$ cat src/rtl/neuron_pkg.sv
// Shared types and helpers for the spiking-neuron block: state encoding,
// default widths and the signed saturating add/subtract used on the membrane.
package neuron_pkg;

   localparam int ADDER_WIDTH_DEF = 16;
   localparam int VMEM_WIDTH_DEF  = 20;
   localparam int LEAK_WIDTH_DEF  = 8;
   localparam int CNT_WIDTH_DEF   = 8;

   // Wide internal width; any VMEM_WIDTH up to 62 cannot overflow here.
   localparam int SAT_W = 64;

   typedef enum logic [1:0] {
      ST_IDLE,
      ST_ACCUM,
      ST_EVAL,
      ST_FIRE
   } neu_state_e;

   // a +/- b computed wide, then clamped to the signed range of w bits.
   function automatic logic signed [SAT_W-1:0] sat_add(
      input logic signed [SAT_W-1:0] a,
      input logic signed [SAT_W-1:0] b,
      input logic                    sub,
      input int unsigned             w
   );
      logic signed [SAT_W-1:0] r;
      logic signed [SAT_W-1:0] hi;
      logic signed [SAT_W-1:0] lo;
      r  = sub ? (a - b) : (a + b);
      hi = (64'sd1 <<< (w - 1)) - 64'sd1;
      lo = -hi - 64'sd1;
      if (r > hi)
         return hi;
      else if (r < lo)
         return lo;
      else
         return r;
   endfunction

endpackage

$ cat src/rtl/neuron_sat_add.sv
// Signed saturating adder/subtractor of width W; result clamps at the
// signed W-bit limits instead of wrapping.
module neuron_sat_add
   import neuron_pkg::*;
#(
   parameter int unsigned W = VMEM_WIDTH_DEF
)(
   input  logic [W-1:0] a_i,
   input  logic [W-1:0] b_i,
   input  logic         sub_i,
   output logic [W-1:0] sum_o
);

   assign sum_o = W'(sat_add(SAT_W'($signed(a_i)), SAT_W'($signed(b_i)), sub_i, W));

endmodule

$ cat src/rtl/neuron_spike_gen.sv
// Integrate-and-fire neuron: accumulates router sums, evaluates at timestep
// end, fires and resets. Define NEURON_LEAK_EN to add the leak port and decay.
module neuron_spike_gen
   import neuron_pkg::*;
#(
   parameter int ADDER_WIDTH = ADDER_WIDTH_DEF,
   parameter int VMEM_WIDTH  = VMEM_WIDTH_DEF,
   parameter int LEAK_WIDTH  = LEAK_WIDTH_DEF,
   parameter int CNT_WIDTH   = CNT_WIDTH_DEF
)(
   input  logic                   clk,
   input  logic                   rstb,
   input  logic                   neu_en,
   input  logic [ADDER_WIDTH-1:0] sum_in,
   input  logic                   sum_valid,
   output logic                   sum_ready,
   input  logic [VMEM_WIDTH-1:0]  threshold,
`ifdef NEURON_LEAK_EN
   input  logic [LEAK_WIDTH-1:0]  leak,
`endif
   input  logic                   reset_mode,
   input  logic                   ts_end,
   output logic                   spike_out,
   output logic [VMEM_WIDTH-1:0]  vmem_out,
   output logic [CNT_WIDTH-1:0]   spike_cnt
);

   neu_state_e state_q, state_d;
   logic [VMEM_WIDTH-1:0] vmem_q, vmem_d;
   logic [CNT_WIDTH-1:0]  cnt_q, cnt_d;

   logic                  accepting;
   logic                  xfer;
   logic                  fire_ok;
   logic                  add_sub;
   logic [VMEM_WIDTH-1:0] add_b;
   logic [VMEM_WIDTH-1:0] add_r;
   logic [VMEM_WIDTH-1:0] leaked;

   assign accepting = (state_q == ST_IDLE) || (state_q == ST_ACCUM);
   assign sum_ready = rstb && neu_en && accepting;
   assign xfer      = sum_valid && sum_ready;
   assign fire_ok   = $signed(vmem_q) >= $signed(threshold);
   assign spike_out = rstb && neu_en && (state_q == ST_FIRE);

   // One adder serves both paths: accumulate while accepting, subtract threshold in FIRE.
   assign add_sub = (state_q == ST_FIRE);
   assign add_b   = add_sub ? threshold : VMEM_WIDTH'($signed(sum_in));

   neuron_sat_add #(
      .W (VMEM_WIDTH)
   ) u_sat_add (
      .a_i   (vmem_q),
      .b_i   (add_b),
      .sub_i (add_sub),
      .sum_o (add_r)
   );

`ifdef NEURON_LEAK_EN
   logic signed [VMEM_WIDTH:0] v_ext;
   logic signed [VMEM_WIDTH:0] l_ext;

   // Decay toward zero by leak; one extra bit keeps the magnitude of the most negative value.
   always_comb begin
      v_ext  = (VMEM_WIDTH+1)'($signed(vmem_q));
      l_ext  = (VMEM_WIDTH+1)'(leak);
      leaked = '0;
      if (!v_ext[VMEM_WIDTH]) begin
         if (v_ext > l_ext)
            leaked = VMEM_WIDTH'(v_ext - l_ext);
      end else begin
         if (-v_ext > l_ext)
            leaked = VMEM_WIDTH'(v_ext + l_ext);
      end
   end
`else
   assign leaked = vmem_q;
`endif

   always_comb begin
      state_d = state_q;
      vmem_d  = vmem_q;
      cnt_d   = cnt_q;
      if (neu_en) begin
         case (state_q)
            ST_IDLE, ST_ACCUM: begin
               if (xfer) begin
                  vmem_d  = add_r;
                  state_d = ST_ACCUM;
               end
               if (ts_end)
                  state_d = ST_EVAL;
            end
            ST_EVAL: begin
               if (fire_ok) begin
                  state_d = ST_FIRE;
               end else begin
                  vmem_d  = leaked;
                  state_d = ST_IDLE;
               end
            end
            ST_FIRE: begin
               vmem_d  = reset_mode ? add_r : '0;
               cnt_d   = (&cnt_q) ? cnt_q : cnt_q + 1'b1;
               state_d = ST_IDLE;
            end
            default: state_d = ST_IDLE;
         endcase
      end
   end

   always_ff @(posedge clk) begin
      if (!rstb) begin
         state_q <= ST_IDLE;
         vmem_q  <= '0;
         cnt_q   <= '0;
      end else begin
         state_q <= state_d;
         vmem_q  <= vmem_d;
         cnt_q   <= cnt_d;
      end
   end

   assign vmem_out  = vmem_q;
   assign spike_cnt = cnt_q;

endmodule

$ cat config.mk
export PLATFORM = sky130hd
export DESIGN_NAME = neuron_spike_gen
export DESIGN_NICKNAME = d
export VERILOG_FILES = /design/src/rtl/neuron_pkg.sv /design/src/rtl/neuron_sat_add.sv /design/src/rtl/neuron_spike_gen.sv
export SDC_FILE = /design/constraint.sdc
export NUM_CORES = 1
export LEC_CHECK = 0
export ABC_AREA = 0
export CELL_PAD_IN_SITES_DETAIL_PLACEMENT = 1
export CELL_PAD_IN_SITES_GLOBAL_PLACEMENT = 1
export CORE_MARGIN = 10
export CORE_UTILIZATION = 38
export CTS_BUF_LIST = sky130_fd_sc_hd__clkbuf_4 sky130_fd_sc_hd__clkbuf_8 sky130_fd_sc_hd__clkbuf_16
export DETAILED_ROUTE_END_ITERATION = 12
export PLACE_DENSITY_LB_ADDON = 0.1
export SETUP_SLACK_MARGIN = 0.15
export SYNTH_ARGS = -nofsm -noshare
export SYNTH_HDL_FRONTEND = slang
export SYNTH_SLANG_ARGS = --single-unit
$ cat constraint.sdc
create_clock -name clk -period 5.2 [get_ports clk]
set_input_delay 1.3 -clock clk [delete_from_list [all_inputs] [get_ports clk]]
set_output_delay 1.3 -clock clk [all_outputs]
set_load 0.005 [all_outputs]
After elaboration in Yosys (flattened, before gate mapping)
Cells that the tools add are included.

storage, ports and cells
  register bits after elaboration = 30
  bits in latches = 0
  RAM bits = 0
  bits in read-only memories = 0
  input port bits = 42
  output and inout bits = 30
  logic and storage cells = 38
  memories kept = 0

cells by class
  add/subtract/negate cells = 3
  $mul = 0
  divide/modulo/power cells = 0
  $lt $le $gt $ge = 3
  eq/ne operators = 5
  shifts and indexed selects = 0
  multiplexer cells = 11
  bitwise gates (word level) = 2
  reductions and logical operators = 11

operator list
  operator                                                                count
  20-bit two-way mux                                                      5
  64-bit by 20-bit > comparator with 1-bit output, second input constant  1
  64-bit by 20-bit < comparator with 1-bit output, second input constant  1
  64-bit two-way mux                                                      1
  20-bit case mux with 2 select lines                                     1
  20-bit by 20-bit adder with 21-bit output                               1
  20-bit by 20-bit subtractor with 21-bit output                          1
  20-bit >= comparator                                                    1
  8-bit by 1-bit adder with 8-bit output, second input constant           1
  8-bit AND reduction                                                     1
  2-bit two-way mux                                                       3
  2-bit case mux with 3 select lines                                      1
  3-bit AND reduction                                                     2
  2-bit == test, second input constant                                    2
  1-bit logical AND                                                       4
  3-bit != test, second input constant                                    1
  2-bit by 1-bit == test with 1-bit output, second input constant         1
  2-bit logical NOT                                                       1
  2-bit != test, second input constant                                    1
  1-bit NOT                                                               2
  2-bit AND reduction                                                     1
  2-bit OR reduction                                                      1
  1-bit logical OR                                                        1

Depth between registers and ports, before layout
  word-level depth = 9
  depth in mapped cells = 24

Modules after synthesis
Synthesis repeated with hierarchy kept, for this count alone.

unflattened totals
  cells, all modules = 504
  area total of the unflattened synthesis = 3774.9 um2

modules (own cells, without submodules)
  module            instances  cells each  area an instance (um2)  seq. area each (um2)
  neuron_spike_gen  1          263         1999.4                  600.6
  neuron_sat_add    1          241         1775.5                  0.0

Worst setup path after synthesis
OpenSTA, ideal clock, no wires.

  path kind = input -> register
  start = in sum_in[6]
  end = reg vmem_q[6], in the netlist vmem_out[6]
  library setup time = 74 ps
  arrival time = 4670 ps
  data required time = 5126 ps
  path slack = 455 ps
  stages = 18
  cell sequence = a211o_1 -> and2_1 -> nor4_2 -> nand2_1 -> nor4_1 -> xor2_1 -> nand2_1 -> o21ai_1 -> ha_1 -> a21oi_1 -> o21ai_0 -> a21oi_1 -> a21oi_2 -> or4b_4 -> nand3_4 -> buf_6 -> nand2_1 -> a31oi_1

between the ends
  word-level cells in the longest chain between the ends = 8

ends and longest elaborated chain
  item                                                                                                                RTL line                                         RTL
  from (decl)                                                                                                         neuron_spike_gen.sv:14                           input logic [ADDER_WIDTH-1:0] sum_in,
  20-bit two-way mux *                                                                                                neuron_spike_gen.sv:48                           assign add_b = add_sub ? threshold : VMEM_WIDTH'($signed(sum_in));
  20-bit by 20-bit adder with 21-bit output / 20-bit by 20-bit subtractor with 21-bit output (equally long branches)  neuron_pkg.sv:30                                 r = sub ? (a - b) : (a + b);
  64-bit two-way mux *                                                                                                neuron_pkg.sv:30
  64-bit by 20-bit < comparator with 1-bit output                                                                     neuron_pkg.sv:35                                 else if (r < lo)
  20-bit two-way mux                                                                                                  neuron_pkg.sv:35
  20-bit two-way mux *                                                                                                neuron_pkg.sv:33                                 if (r > hi)
  20-bit two-way mux, on equally long branches                                                                        neuron_spike_gen.sv:103, neuron_spike_gen.sv:87
  20-bit case mux with 2 select lines *                                                                               neuron_spike_gen.sv:85                           case (state_q)
  to (signal assigned)                                                                                                neuron_spike_gen.sv:119                          vmem_q <= vmem_d;
  to (decl)                                                                                                           neuron_spike_gen.sv:29                           logic [VMEM_WIDTH-1:0] vmem_q, vmem_d;

Mark *: on every way between the ends. The rest lies on a longest branch, timed or not. The select of a mux whose other input is x is not followed.
A chain may end at the register's enable or synchronous reset.

Final worst setup path
  start = in sum_in[3]
  end = reg vmem_q[11], in the netlist vmem_out[11]

The elaborated chain is that of the path after synthesis.

==> impl_metrics.json <==
{
  "status": "finished, final reports clean",
  "wl_per_cell_um": 20.5,
  "worstSetupStartpointType": "input port",
  "dr_total_vias": 4192,
  "grtUsageTotal_pct": 20.7,
  "hold_buffers": 0,
  "power.density_nw_per_um2": 203,
  "syn-cell-area_um2": 3400,
  "htreeDepth": 2,
  "rows": 34,
  "mostFrequentLayoutCells": "buf_4, nand2_1, clkdlybuf4s50_1",
  "setup_violations": 0,
  "nets": 707,
  "cap_violations": 0,
  "synth_edf_count": 0,
  "diodes": 0,
  "hold_viol": 0,
  "die_area_um2": 13100,
  "fmax_mhz": 203,
  "grt_pass1_vias": 4371,
  "critPathCaptureType": "flip-flop",
  "drive_gt1_share_pct": 24.9,
  "worst_slew_pin_slew_ns": 0.599,
  "synth_cell_types": 59,
  "fin_crit_ns": 4.92,
  "start_util_pct": 39.0,
  "io_buffer_count": 71,
  "hold_ws_ns": 0.521,
  "path_cells": "clkdlybuf4s50_1 -> nor2_4 -> a22oi_2 -> nor4_4 -> nand2_1 -> nor4_2 -> buf_4 -> xor2_1 -> nand2_1 -> o21ai_2 -> ha_4 -> a21oi_2 -> o21ai_1 -> a21oi_2 -> a21oi_2 -> or4b_4 -> nand3_2 -> nand2_1 -> a31oi_1",
  "ys.flop_type": "dfxtp_1",
  "gp_congestion": 0.890,
  "syn_nets": 548,
  "ctsLongestPathBuffers": 2,
  "cts_buffers": 5,
  "cts.sinks": 30,
  "antenna_found_initial": 0,
  "boundaryPins": 72,
  "grt_pass1_wl_um": 22100,
  "drc": 0,
  "clk_pin_slew_ns": 0.07,
  "synth_compound_area_share_pct": 26.2,
  "yosysTopAreaCell": "dfxtp_1",
  "dp.cells": 705,
  "fin_worst_skew_ns": 0.0138,
  "fp.dieW_um": 115,
  "path_buf_inv": 2,
  "area_delta_synth_final_pct": 56.5,
  "holdPathStages": 2,
  "cp.required_ns": 5.40,
  "synthAdderAreaFrac_pct": 16.0,
  "tns_ns": 0,
  "core_area_um2": 8720,
  "hpwl_um": 10800,
  "synthMuxAreaShare_pct": 1.76,
  "ys_ff_latch": 30,
  "cp_top_family": "simple AND/OR/NAND/NOR gates",
  "synth_xor_area_share_pct": 7.98,
  "ys_warn_count": 0,
  "fin_cells": 731,
  "vdd_drop_max_mv": 0.169,
  "leakage_nw": 2.47,
  "grt_overflow": 0,
  "yosys-top-cells-area": "dfxtp_1, ha_1, nand2_1",
  "cp.arrival_ns": 5.13,
  "yosysSeqAreaShare_pct": 17.6,
  "slew_headroom_pct": 59.9,
  "root_buffer": "clkbuf_8",
  "ff2ff_path_depth": 19,
  "hp-class": "reg2reg",
  "cts_tree": "yes",
  "vias_per_cell": 5.73,
  "die_h_um": 115,
  "synth_top_area_share_pct": 17.6,
  "slew_viol_final": 0,
  "ant_nets": 0,
  "first_pass_iters": 4,
  "synthSimpleGateAreaFrac_pct": 25.0,
  "grt_start_max_net_pins": 29,
  "critical_path.max_fanout": 8,
  "slowest_delay_ns": 0.58,
  "netlist_instances": 463,
  "ys_async_sr_fraction_pct": 0,
  "fillers": 1062,
  "clk_latency_ns": 0.30,
  "period_share_pct": 94.7,
  "path_depth": 19,
  "crit_type": "in2reg",
  "layout_commonest_cell": "buf_4",
  "first_iter_violations": 187,
  "postSynthAreaPerCell_um2": 7.35,
  "crit_slowest_cell": "or4b_4",
  "wl_um": 15000,
  "synth_top_family_by_area": "compound AO/OA/AOI/OAI gates",
  "rsz0062_at_grt": "no"
}
layout make-up:
type | instances | area (µm²) | area share, %
clock buffer | 6 | 82.6 | 1.55
inverter | 30 | 113 | 2.11
clock inverter | 2 | 60.1 | 1.13
timing repair buffer | 164 | 1450 | 27.2
tap | 108 | 135 | 2.54
sequential | 30 | 601 | 11.3
multi-input combinational | 391 | 2890 | 54.2
Yosys cell counts (2+ instances only):
cell type,number
nand2b_1,2
nor2_1,34
or4_1,2
and2_1,6
xor2_1,16
nand2_1,68
o211ai_1,4
a22oi_1,5
nand4_1,4
nor2b_1,7
o21ai_1,3
xnor2_1,15
clkbuf_1,5
buf_1,3
buf_6,2
o2111ai_1,2
nor4_1,3
dfxtp_1,30
nand4bb_1,3
nor3_1,13
a311oi_1,2
a211o_1,3
a21oi_1,35
or3_1,5
buf_2,2
a21boi_0,3
o31a_1,3
o31ai_1,2
inv_1,30
ha_1,42
nand3_1,7
a21o_1,10
nand3b_1,2
a31oi_1,19
mux2i_1,6
o21a_1,8
o211a_1,3
and4_1,2
and3_1,5
o21ai_0,28
state kept, by name, summed over array words and instances, names as in the netlist:
register   cells
vmem_out      20
spike_cnt      8
state_q        2
worst paths after layout:
path                                    from           end  slack [ns]
worst max-delay path               sum_in[3]  vmem_out[11]        0.28
worst min-delay path            spike_cnt[5]  spike_cnt[5]        0.52
worst max register to register    state_q[1]  vmem_out[11]        0.53
worst min register to register  spike_cnt[5]  spike_cnt[5]        0.52
timing repair:
| action | in CTS | in global routing |
|---|---|---|
| gates resized for setup | 28 | 51 |
| cloned | 2 | 0 |
| pin swaps | 23 | 33 |
| endpoints found under the setup margin | 20 | 20 |
| buffers inserted | 7 | 9 |
metal layers:
metal | vias to the layer above | track usage [%] | part of all wire, %
met4 | 0 | 4.34 | 1.5
li1 | 1998 | - | -
met3 | 22 | 3.56 | 5.4
met2 | 102 | 36.7 | 50
met5 | - | 0 | 0
met1 | 2070 | 25.4 | 43
metrics by stage:
stage	area (µm²)	total power [W]	setup slack [ns]	utilization [%]
3_5_place_dp	4760	0.000708	-0.446	54.6
2_1_floorplan	3400	0.000495	0.455	-
3_3_place_gp	4760	0.000691	-0.327	54.6
4_1_cts	5060	0.00104	0.156	58.0
5_1_grt	5330	0.00114	0.0901	61.1
6_report	5330	0.00108	0.275	61.1
worst min-delay path, cell delays in order (launching register included):
cell and delay, ns:
dfxtp_1 0.33, o21ai_0 0.08, a21oi_1 0.06
power by group:
group          internal [W]  switching, W  total, W
sequential         0.000246     0.0000307  0.000276
clock              0.000205      0.000107  0.000311
combinational      0.000251      0.000242  0.000493
logic make-up (layout without fill, tap and decap cells):
kind of cell,count (synthesis),count (layout)
and+or+nand+nor,171,172
AOI/OAI and AO/OA,139,139
adders and majority gates,43,43
buffers and inverters,43,202
xor gates and xnor gates,31,31
DFF,30,30
muxes,6,6
(Power assumes the default switching activity.)
